<file path="src/rtl/bf16_sum_accum.sv">
// Streaming BF16 sum-node accumulator: folds a packet of BF16 terms through a
// combinational BF16 adder and hands the total downstream over valid/ready.

module bf16_adder1 (
    input  logic [15:0] a,
    input  logic [15:0] b,
    input  logic        a_vld,
    input  logic        b_vld,
    output logic [15:0] z,
    output logic        z_vld
);

    logic [15:0] x;
    logic [15:0] y;
    logic [7:0]  ex;
    logic [7:0]  ey;
    logic [7:0]  d;
    logic [10:0] sig_x;
    logic [10:0] sig_y;
    logic [10:0] y_al;
    logic [11:0] sum;
    logic [10:0] n;
    logic [3:0]  lz;
    logic        round_up;
    logic [8:0]  mant;
    int          e_n;

    function automatic logic [3:0] lzc11(input logic [10:0] v);
        lzc11 = 4'd11;
        for (int i = 0; i <= 10; i++) begin
            if (v[i]) lzc11 = 4'(10 - i);
        end
    endfunction

    assign z_vld = a_vld & b_vld;

    // x is always the operand of larger magnitude; subnormals flush to zero,
    // rounding is nearest-even using guard/round/sticky bits.
    always_comb begin
        x        = (b[14:0] > a[14:0]) ? b : a;
        y        = (b[14:0] > a[14:0]) ? a : b;
        ex       = x[14:7];
        ey       = y[14:7];
        d        = ex - ey;
        sig_x    = {1'b1, x[6:0], 3'b000};
        sig_y    = {1'b1, y[6:0], 3'b000};
        y_al     = (sig_y >> d) | {10'd0, |(sig_y & ~(11'h7FF << d))};
        sum      = (x[15] ^ y[15]) ? ({1'b0, sig_x} - {1'b0, y_al})
                                   : ({1'b0, sig_x} + {1'b0, y_al});
        lz       = lzc11(sum[10:0]);
        n        = 11'd0;
        e_n      = 0;
        round_up = 1'b0;
        mant     = 9'd0;
        z        = 16'h0000;

        if (ex == 8'hFF) begin
            if (x[6:0] != 7'd0)
                z = 16'h7FC0;
            else if (ey == 8'hFF && (x[15] ^ y[15]))
                z = 16'h7FC0;
            else
                z = x;
        end else if (ex == 8'd0) begin
            z = {x[15] & y[15], 15'd0};
        end else if (ey == 8'd0) begin
            z = x;
        end else if (sum != 12'd0) begin
            if (sum[11]) begin
                n   = {sum[11:2], sum[1] | sum[0]};
                e_n = int'(ex) + 1;
            end else begin
                n   = sum[10:0] << lz;
                e_n = int'(ex) - int'(lz);
            end
            round_up = n[2] & (n[1] | n[0] | n[3]);
            mant     = {1'b0, n[10:3]} + {8'd0, round_up};
            if (mant[8]) begin
                e_n  = e_n + 1;
                mant = mant >> 1;
            end
            if (e_n >= 255)
                z = {x[15], 8'hFF, 7'd0};
            else if (e_n <= 0)
                z = {x[15], 15'd0};
            else
                z = {x[15], 8'(e_n), mant[6:0]};
        end
    end

endmodule

module bf16_sum_accum #(
    parameter int MAX_LEN = 256,
    parameter int CNT_W   = 9
) (
    input  logic             clk,
    input  logic             rst_n,
    input  logic [15:0]      in_data,
    input  logic             in_vld,
    input  logic             in_last,
    output logic             in_rdy,
    output logic [15:0]      out_sum,
    output logic [CNT_W-1:0] out_cnt,
    output logic             out_ovf,
    output logic             out_vld,
    input  logic             out_rdy
);

    typedef enum logic [1:0] {
        IDLE = 2'd0,
        ACC  = 2'd1,
        HOLD = 2'd2
    } state_t;

    state_t           state_q, state_d;
    logic [15:0]      acc_q, acc_d;
    logic [CNT_W-1:0] cnt_q, cnt_d;
    logic [15:0]      out_sum_q, out_sum_d;
    logic [CNT_W-1:0] out_cnt_q, out_cnt_d;
    logic             out_ovf_q, out_ovf_d;
    logic             out_vld_q, out_vld_d;
    logic             in_rdy_q, in_rdy_d;

    logic [15:0]      add_z;
    logic             add_z_vld;
    logic [CNT_W-1:0] cnt_inc;
    logic             accept;

    bf16_adder1 u_adder (
        .a     (acc_q),
        .b     (in_data),
        .a_vld (1'b1),
        .b_vld (1'b1),
        .z     (add_z),
        .z_vld (add_z_vld)
    );

    // add_z_vld is constant-high because both operand valids are tied off.
    assign accept  = in_vld && in_rdy_q && add_z_vld;
    assign cnt_inc = cnt_q + CNT_W'(1);

    assign in_rdy  = in_rdy_q;
    assign out_sum = out_sum_q;
    assign out_cnt = out_cnt_q;
    assign out_ovf = out_ovf_q;
    assign out_vld = out_vld_q;

    always_comb begin
        state_d   = state_q;
        acc_d     = acc_q;
        cnt_d     = cnt_q;
        out_sum_d = out_sum_q;
        out_cnt_d = out_cnt_q;
        out_ovf_d = out_ovf_q;

        case (state_q)
            IDLE: begin
                if (accept) begin
                    acc_d = add_z;
                    cnt_d = CNT_W'(1);
                    if (in_last || MAX_LEN == 1) begin
                        state_d   = HOLD;
                        out_sum_d = add_z;
                        out_cnt_d = CNT_W'(1);
                        out_ovf_d = !in_last;
                    end else begin
                        state_d = ACC;
                    end
                end
            end
            ACC: begin
                if (accept) begin
                    acc_d = add_z;
                    cnt_d = cnt_inc;
                    // in_last wins over the length limit, so that beat is a normal close
                    if (in_last || cnt_inc == CNT_W'(MAX_LEN)) begin
                        state_d   = HOLD;
                        out_sum_d = add_z;
                        out_cnt_d = cnt_inc;
                        out_ovf_d = !in_last;
                    end
                end
            end
            HOLD: begin
                if (out_rdy) begin
                    state_d   = IDLE;
                    acc_d     = 16'h0000;
                    cnt_d     = '0;
                    out_ovf_d = 1'b0;
                end
            end
            default: begin
                state_d = IDLE;
                acc_d   = 16'h0000;
                cnt_d   = '0;
            end
        endcase

        out_vld_d = (state_d == HOLD);
        in_rdy_d  = (state_d != HOLD);
    end

    always_ff @(posedge clk or negedge rst_n) begin
        if (!rst_n) begin
            state_q   <= IDLE;
            acc_q     <= 16'h0000;
            cnt_q     <= '0;
            out_sum_q <= 16'h0000;
            out_cnt_q <= '0;
            out_ovf_q <= 1'b0;
            out_vld_q <= 1'b0;
            in_rdy_q  <= 1'b0;
        end else begin
            state_q   <= state_d;
            acc_q     <= acc_d;
            cnt_q     <= cnt_d;
            out_sum_q <= out_sum_d;
            out_cnt_q <= out_cnt_d;
            out_ovf_q <= out_ovf_d;
            out_vld_q <= out_vld_d;
            in_rdy_q  <= in_rdy_d;
        end
    end

endmodule

</file>
<file path="config.mk">
export PLATFORM = sky130hd
export DESIGN_NAME = bf16_sum_accum
export DESIGN_NICKNAME = d
export VERILOG_FILES = /design/src/rtl/bf16_sum_accum.sv
export SDC_FILE = /design/constraint.sdc
export NUM_CORES = 1
export LEC_CHECK = 0
export ABC_AREA = 1
export CORE_MARGIN = 2
export CORE_UTILIZATION = 45
export CTS_BUF_LIST = sky130_fd_sc_hd__clkbuf_8
export DETAILED_ROUTE_END_ITERATION = 6
export HOLD_SLACK_MARGIN = 0.15
export SLEW_MARGIN = 20
export SYNTH_ARGS = -nofsm -noshare
export SYNTH_HDL_FRONTEND = slang
export SYNTH_HIERARCHICAL = 1
export SYNTH_SLANG_ARGS = --single-unit
</file>
<file path="constraint.sdc">
create_clock -name clk -period 10.71 [get_ports clk]
set_clock_uncertainty 0.1 [all_clocks]
set_input_delay 1.071 -clock clk [delete_from_list [all_inputs] [get_ports clk]]
set_output_delay 1.071 -clock clk [all_outputs]
set_load 0.02 [all_outputs]
</file>
; ---- Word level (Yosys, flattened, before mapping)
; Index checks and enable logic that the tools add are counted.
[op_classes]
addsub = 8
multipliers = 0
n_div = 0
magnitude_cmp = 3
eq_ne = 13
shifts = 3
mux = 67
bitwise_logic = 9
reduce_logical = 17
[ops]
columns = cell, n
row1 = 32-bit two-way mux, 10
row2 = 16-bit two-way mux, 14
row3 = 16-bit one-hot mux with 2 select lines, 2
row4 = 9-bit two-way mux, 7
row5 = 11-bit two-way mux, 5
row6 = 4-bit two-way mux, 10
row7 = 32-bit by 2-bit adder with 32-bit output (second input constant), 1
row8 = 32-bit by 9-bit >= comparator with 1-bit output (second input constant), 1
row9 = 32-bit by 1-bit less-or-equal comparator with 1-bit output (second input constant), 1
row10 = 15-bit two-way mux, 2
row11 = 9-bit one-hot mux with 3 select lines, 1
row12 = 9-bit one-hot mux with 2 select lines, 1
row13 = 8-bit equality test (second input constant), 2
row14 = 8-bit logical NOT, 2
row15 = 15-bit > comparator, 1
row16 = 11-bit by 11-bit adder with 12-bit output, 1
row17 = 12-bit two-way mux, 1
row18 = 2-bit inequality test (second input constant), 6
row19 = 12-bit nonzero test, 1
row20 = 11-bit by 11-bit subtractor with 12-bit output, 1
row21 = 11-bit AND, 1
row22 = 11-bit inverter, 1
row23 = 11-bit by 1-bit bitwise OR with 11-bit output, 1
row24 = 11-bit OR reduction, 1
row25 = 32 further kinds, 46
[word_totals]
ff_bits = 55
latch_bits = 0
mem_bits_rw = 0
rom_bits = 0
inputBits = 21
out_inout_bits = 28
elab_cells = 128
mem_count = 0

; ---- Depth between registers and ports, before layout
[logic_depth]
depth_word = 46
ltp_mapped = 76

; ---- Modules after synthesis
; The synthesis kept the hierarchy.
[modules_own_cells]
columns = mod, n_inst, cells_each, area_each_um2
row1 = bf16_adder1, 1, 948, 4873.4
row2 = bf16_sum_accum, 1, 302, 2462.4

; ---- Worst setup path before layout
; No wires, ideal clock.
[synth_timing]
path_kind = input to register
from = input port in_data[9]
to = register acc_q[0]
setup_ps = 83
t_arrival_ps = 8725
slack_ps = 1802
stages = 61
n_path_buf = 3
cell_sequence = ha_1 nand2_1 inv_1 nand2_1 nand2_1 a21oi_1 nand2_2 nand2_4 buf_6 nand2_1 nand2_2 nand2_1 ha_1 clkbuf_1 inv_1 buf_1 nand4_1 nand2_1 (+25 left out) inv_1 nand3_1 inv_1 nand2_1 ha_1 nor4_1 nand2_1 o21ai_0 nand3_1 nor2_1 nand2_2 nor2_4 nand2_1 nand2_1 nand2_1 nor2_1 nand2_1 o21ai_0
[synth_via]
elab_chain_cells = 45
word_cells_on_any_way = 69
[synth_rtl]
columns = element, line
row1 = start: declaration, 99  ; input logic [15:0] in_data,
row2 = branches (longest 42 deep; another with 15-bit > comparator), -
row3 = 16-bit two-way mux *, 57  ; if (ex == 8'hFF) begin
row4 = net add_z[0], 125  ; logic [15:0] add_z;
row5 = 16-bit two-way mux *, "159, 173"
row6 = 16-bit one-hot mux with 2 select lines *, 157  ; case (state_q)
row7 = end signal: assignment, 207  ; acc_q <= 16'h0000;
row8 = end signal: assignment, 216  ; acc_q <= acc_d;
row9 = end: declaration, 117  ; logic [15:0] acc_q, acc_d;
; Mark *: on every way through the listed nets, which the timed path passes. The select of a mux whose other input is x is not followed.
; A chain may end at the register's enable or synchronous reset.

; ---- Final worst setup path
[layout_timing]
from = input port in_data[13]
to = register acc_q[4]
; Same word-level chain as after synthesis.

==> out/qor.csv <==
stage;metric;value;unit
status;outcome;complete, no violations;
setup_path;worst r2r src;acc_q[10]$_DFFE_PN0P_;
setup_path;Critical Path Most Common Cell;nand2_1;
floorplan;# rows;46;
hold_path;Hold Path Class;reg2reg;
setup_path;Worst Setup SP;in_data[13];
floorplan;die area;17340;µm²
global_route;number of global-route vias before repair;7309;
floorplan;IO Pins;49;
synth;Netlist cell types;54;
synth;Syn Area/Cell;5.869;µm²
floorplan;Starting Density;0.4618;
setup_path;worst path bufs/invs;9;
drt;drt initial violations;601;
synth;Seq/Total Area, Yosys;0.1876;
placed_design;RePlAce Congestion;0.9335;
synth;Yosys Warn Count;6;
timing;Max-slew headroom;0.4195;
timing;Fmax;101.2;MHz
synth;Yosys reg bits;55;
floorplan;Core Area;15890;µm²
global_route;initial antenna violation count;0;
finish;commonest non-fill, non-tap cells in the layout;420 x nand2_1, 147 x inv_1, 146 x nand3_1;
timing;Slew Limit Fails;0;
setup_path;RR Endpoint;acc_q[4]$_DFFE_PN0P_;
setup_path;slowest CP cell;clkdlybuf4s50_1;
synth;ys flop type;dfrtp_1;
cts;Clock Tree Root;clkbuf_8;
floorplan;DIE WIDTH;131.7;µm
cts;htree depth;2;
drt;wire per inst;14.38;µm
finish;Net count, final;1384;
setup_path;worst setup path class;in2reg;
placed_design;hpwl dp;17.46;mm
finish;Inserted Diodes;0;
finish;Layout area overhead;15.27;%
drt;Final ANT Viol Nets;0;
global_route;grt total ovfl;0;
finish;share of cells above drive strength 1;0.1081;
timing;slew of the pin with the lowest slew margin;0.8598;ns
setup_path;Worst EP required;10.85;ns
run;max-cap violation count;0;
timing;Final Hold Viols;0;
placed_design;Place WS;0.03627;ns
setup_path;Worst setup SP type;primary input;
cts;CTS sink cnt;55;
cts;Clk Latency, worst-skew pair;0.31;ns
synth;ys async rst share;1.000;
drt;DR pass1 iterations;7;
drt;Vias/cell;5.237;
timing;Final Setup Violations;0;
setup_path;CP max stage delay;0.49;ns
setup_path;CP delay by family, top;simple AND/OR/NAND/NOR gates;
synth;Mapped Cells;1250;
setup_path;CP Data Arrival Time;10.02;ns
drt;Vias;8007;
timing;Final WS setup;0.8272;ns
cts;Max Root-Sink Buffers;2;
global_route;GRT Util Overall;0.2492;
timing;fin crit period;9.883;ns
finish;most common cell after layout, fill and taps aside;nand2_1;
drt;Total Wirelength;21.99;mm
global_route;largest net degree at the start of global routing;56;
synth;number of synthesized flops with an enable pin;0;
setup_path;Reg2Reg Setup Slack;1.54;ns
floorplan;Die Y;131.7;µm
setup_path;end of the critical path;acc_q[4]$_DFFE_PN0P_;
placed_design;buffers added on ports;48;
timing;final worst path period share;0.9228;
cts;Clock transition at path regs;0.10;ns
synth;cell area after synthesis;7336;µm²
cts;CTS tree;done;
cts;Num CTS Buffers;5;
setup_path;Levels on crit path;65;
timing;sum of negative setup slack;0;ns
drt;Residual DRC;0;
setup_path;Max FO, Critical Path;12;
global_route;first-pass GRT wire length;36.10;mm
setup_path;critical path endpoint category;flip-flop;
setup_path;Worst Reg-to-Reg Cells;64;
[per-stage QoR]
stage	cell area [µm²]	hold slack [ns]	util	cells
floorplan	7340	0.3530	-	1251
CTS	8200	0.3802	0.5162	1519
detailed placement	8113	0.3600	0.5107	1512
global route	8456	0.3965	0.5323	1529
finish	8456	0.3749	0.5323	1529
global placement	8113	0.3563	0.5107	1512
[cells by family after synthesis]
logic type                 count (synthesis)  synth area share
AOI/OAI and AO/OA                        158            0.1225
xor gates and xnor gates                  20           0.02490
adders and majority gates                 50           0.08733
buffers and inverters                    195            0.1078
DFF                                       55            0.1876
muxes                                      1          0.001365
other                                      1         0.0005112
and+or+nand+nor                          770            0.4680
[repair_timing]
item                                    in CTS  in global routing
resized for setup                            0                 41
buffers inserted                             0                  8
hold endpoints to repair                     0                  0
hold buffers                                 0                  0
endpoints found under the setup margin       0                 30
[final cells by class]
| class | count | area, µm² |
|---|---|---|
| multi-input cells | 1003 | 5358 |
| clock inverters | 1 | 5.005 |
| fillers | 1702 | 7430 |
| inverters | 166 | 623.1 |
| clock buffers | 6 | 82.58 |
| repair buffers | 82 | 740.7 |
| well taps | 216 | 270.3 |
| flip-flops and latches | 55 | 1376 |
[sequential cells by signal (all words and copies together) (netlist names)]
| register | cells |
|---|---|
| out_vld | 1 |
| out_cnt | 9 |
| in_rdy | 1 |
| cnt_q | 9 |
| out_sum | 16 |
| out_ovf | 1 |
| state_q | 2 |
| acc_q | 16 |
[worst min-delay path: cells and delay by family (launching register included)]
family / cells / cell delay (ns)
flip-flops: 1 / 0.35
AND/OR/NAND/NOR: 2 / 0.10
[synthesized netlist by cell type (3+ instances only)]
library cell	count	area share
nor2_1	106	0.054
o22ai_1	3	0.0026
buf_6	6	0.0092
ha_1	48	0.082
o21bai_1	5	0.0051
inv_1	148	0.076
nand2_4	7	0.011
o31ai_1	3	0.0031
buf_2	5	0.0034
xor2_1	14	0.017
xnor2_1	5	0.0060
o211ai_1	7	0.0072
nand2_2	27	0.023
inv_2	11	0.0056
nor2_2	5	0.0043
nor2_4	5	0.0077
nor3_1	15	0.010
nand2_1	421	0.22
clkinv_1	7	0.0036
dfrtp_1	55	0.19
o21ai_1	11	0.0075
nand4_1	19	0.016
clkbuf_1	15	0.0077
o21ai_0	73	0.050
nand3_1	147	0.10
a21oi_1	40	0.027
[worst min path at each step]
stage | from | to | slack [ns] | cells past startpoint
floorplan | acc_q[1]$_DFFE_PN0P_ | acc_q[1]$_DFFE_PN0P_ | 0.35 | 2
global placement | out_cnt[2]$_DFFE_PN0P_ | out_cnt[2]$_DFFE_PN0P_ | 0.36 | 2
detailed placement | out_sum[10]$_DFFE_PN0P_ | out_sum[10]$_DFFE_PN0P_ | 0.36 | 2
CTS | out_sum[10]$_DFFE_PN0P_ | out_sum[10]$_DFFE_PN0P_ | 0.38 | 2
global route | out_sum[10]$_DFFE_PN0P_ | out_sum[10]$_DFFE_PN0P_ | 0.40 | 2
finish | out_sum[10]$_DFFE_PN0P_ | out_sum[10]$_DFFE_PN0P_ | 0.37 | 2
[routing by layer]
metal  wire length, µm  track usage  vias up  share of wire
met4               376      0.06341        0          0.017
met5                 0            0        -              0
met2             10460       0.4276      216           0.48
met3              1120      0.01813       23          0.051
met1             10040       0.3395     3605           0.46
li1                  -            -     4163              -
Power is left out: the tool's default activity adds up to more than one toggle a clock period on the data nets, which glitch-free logic cannot reach.
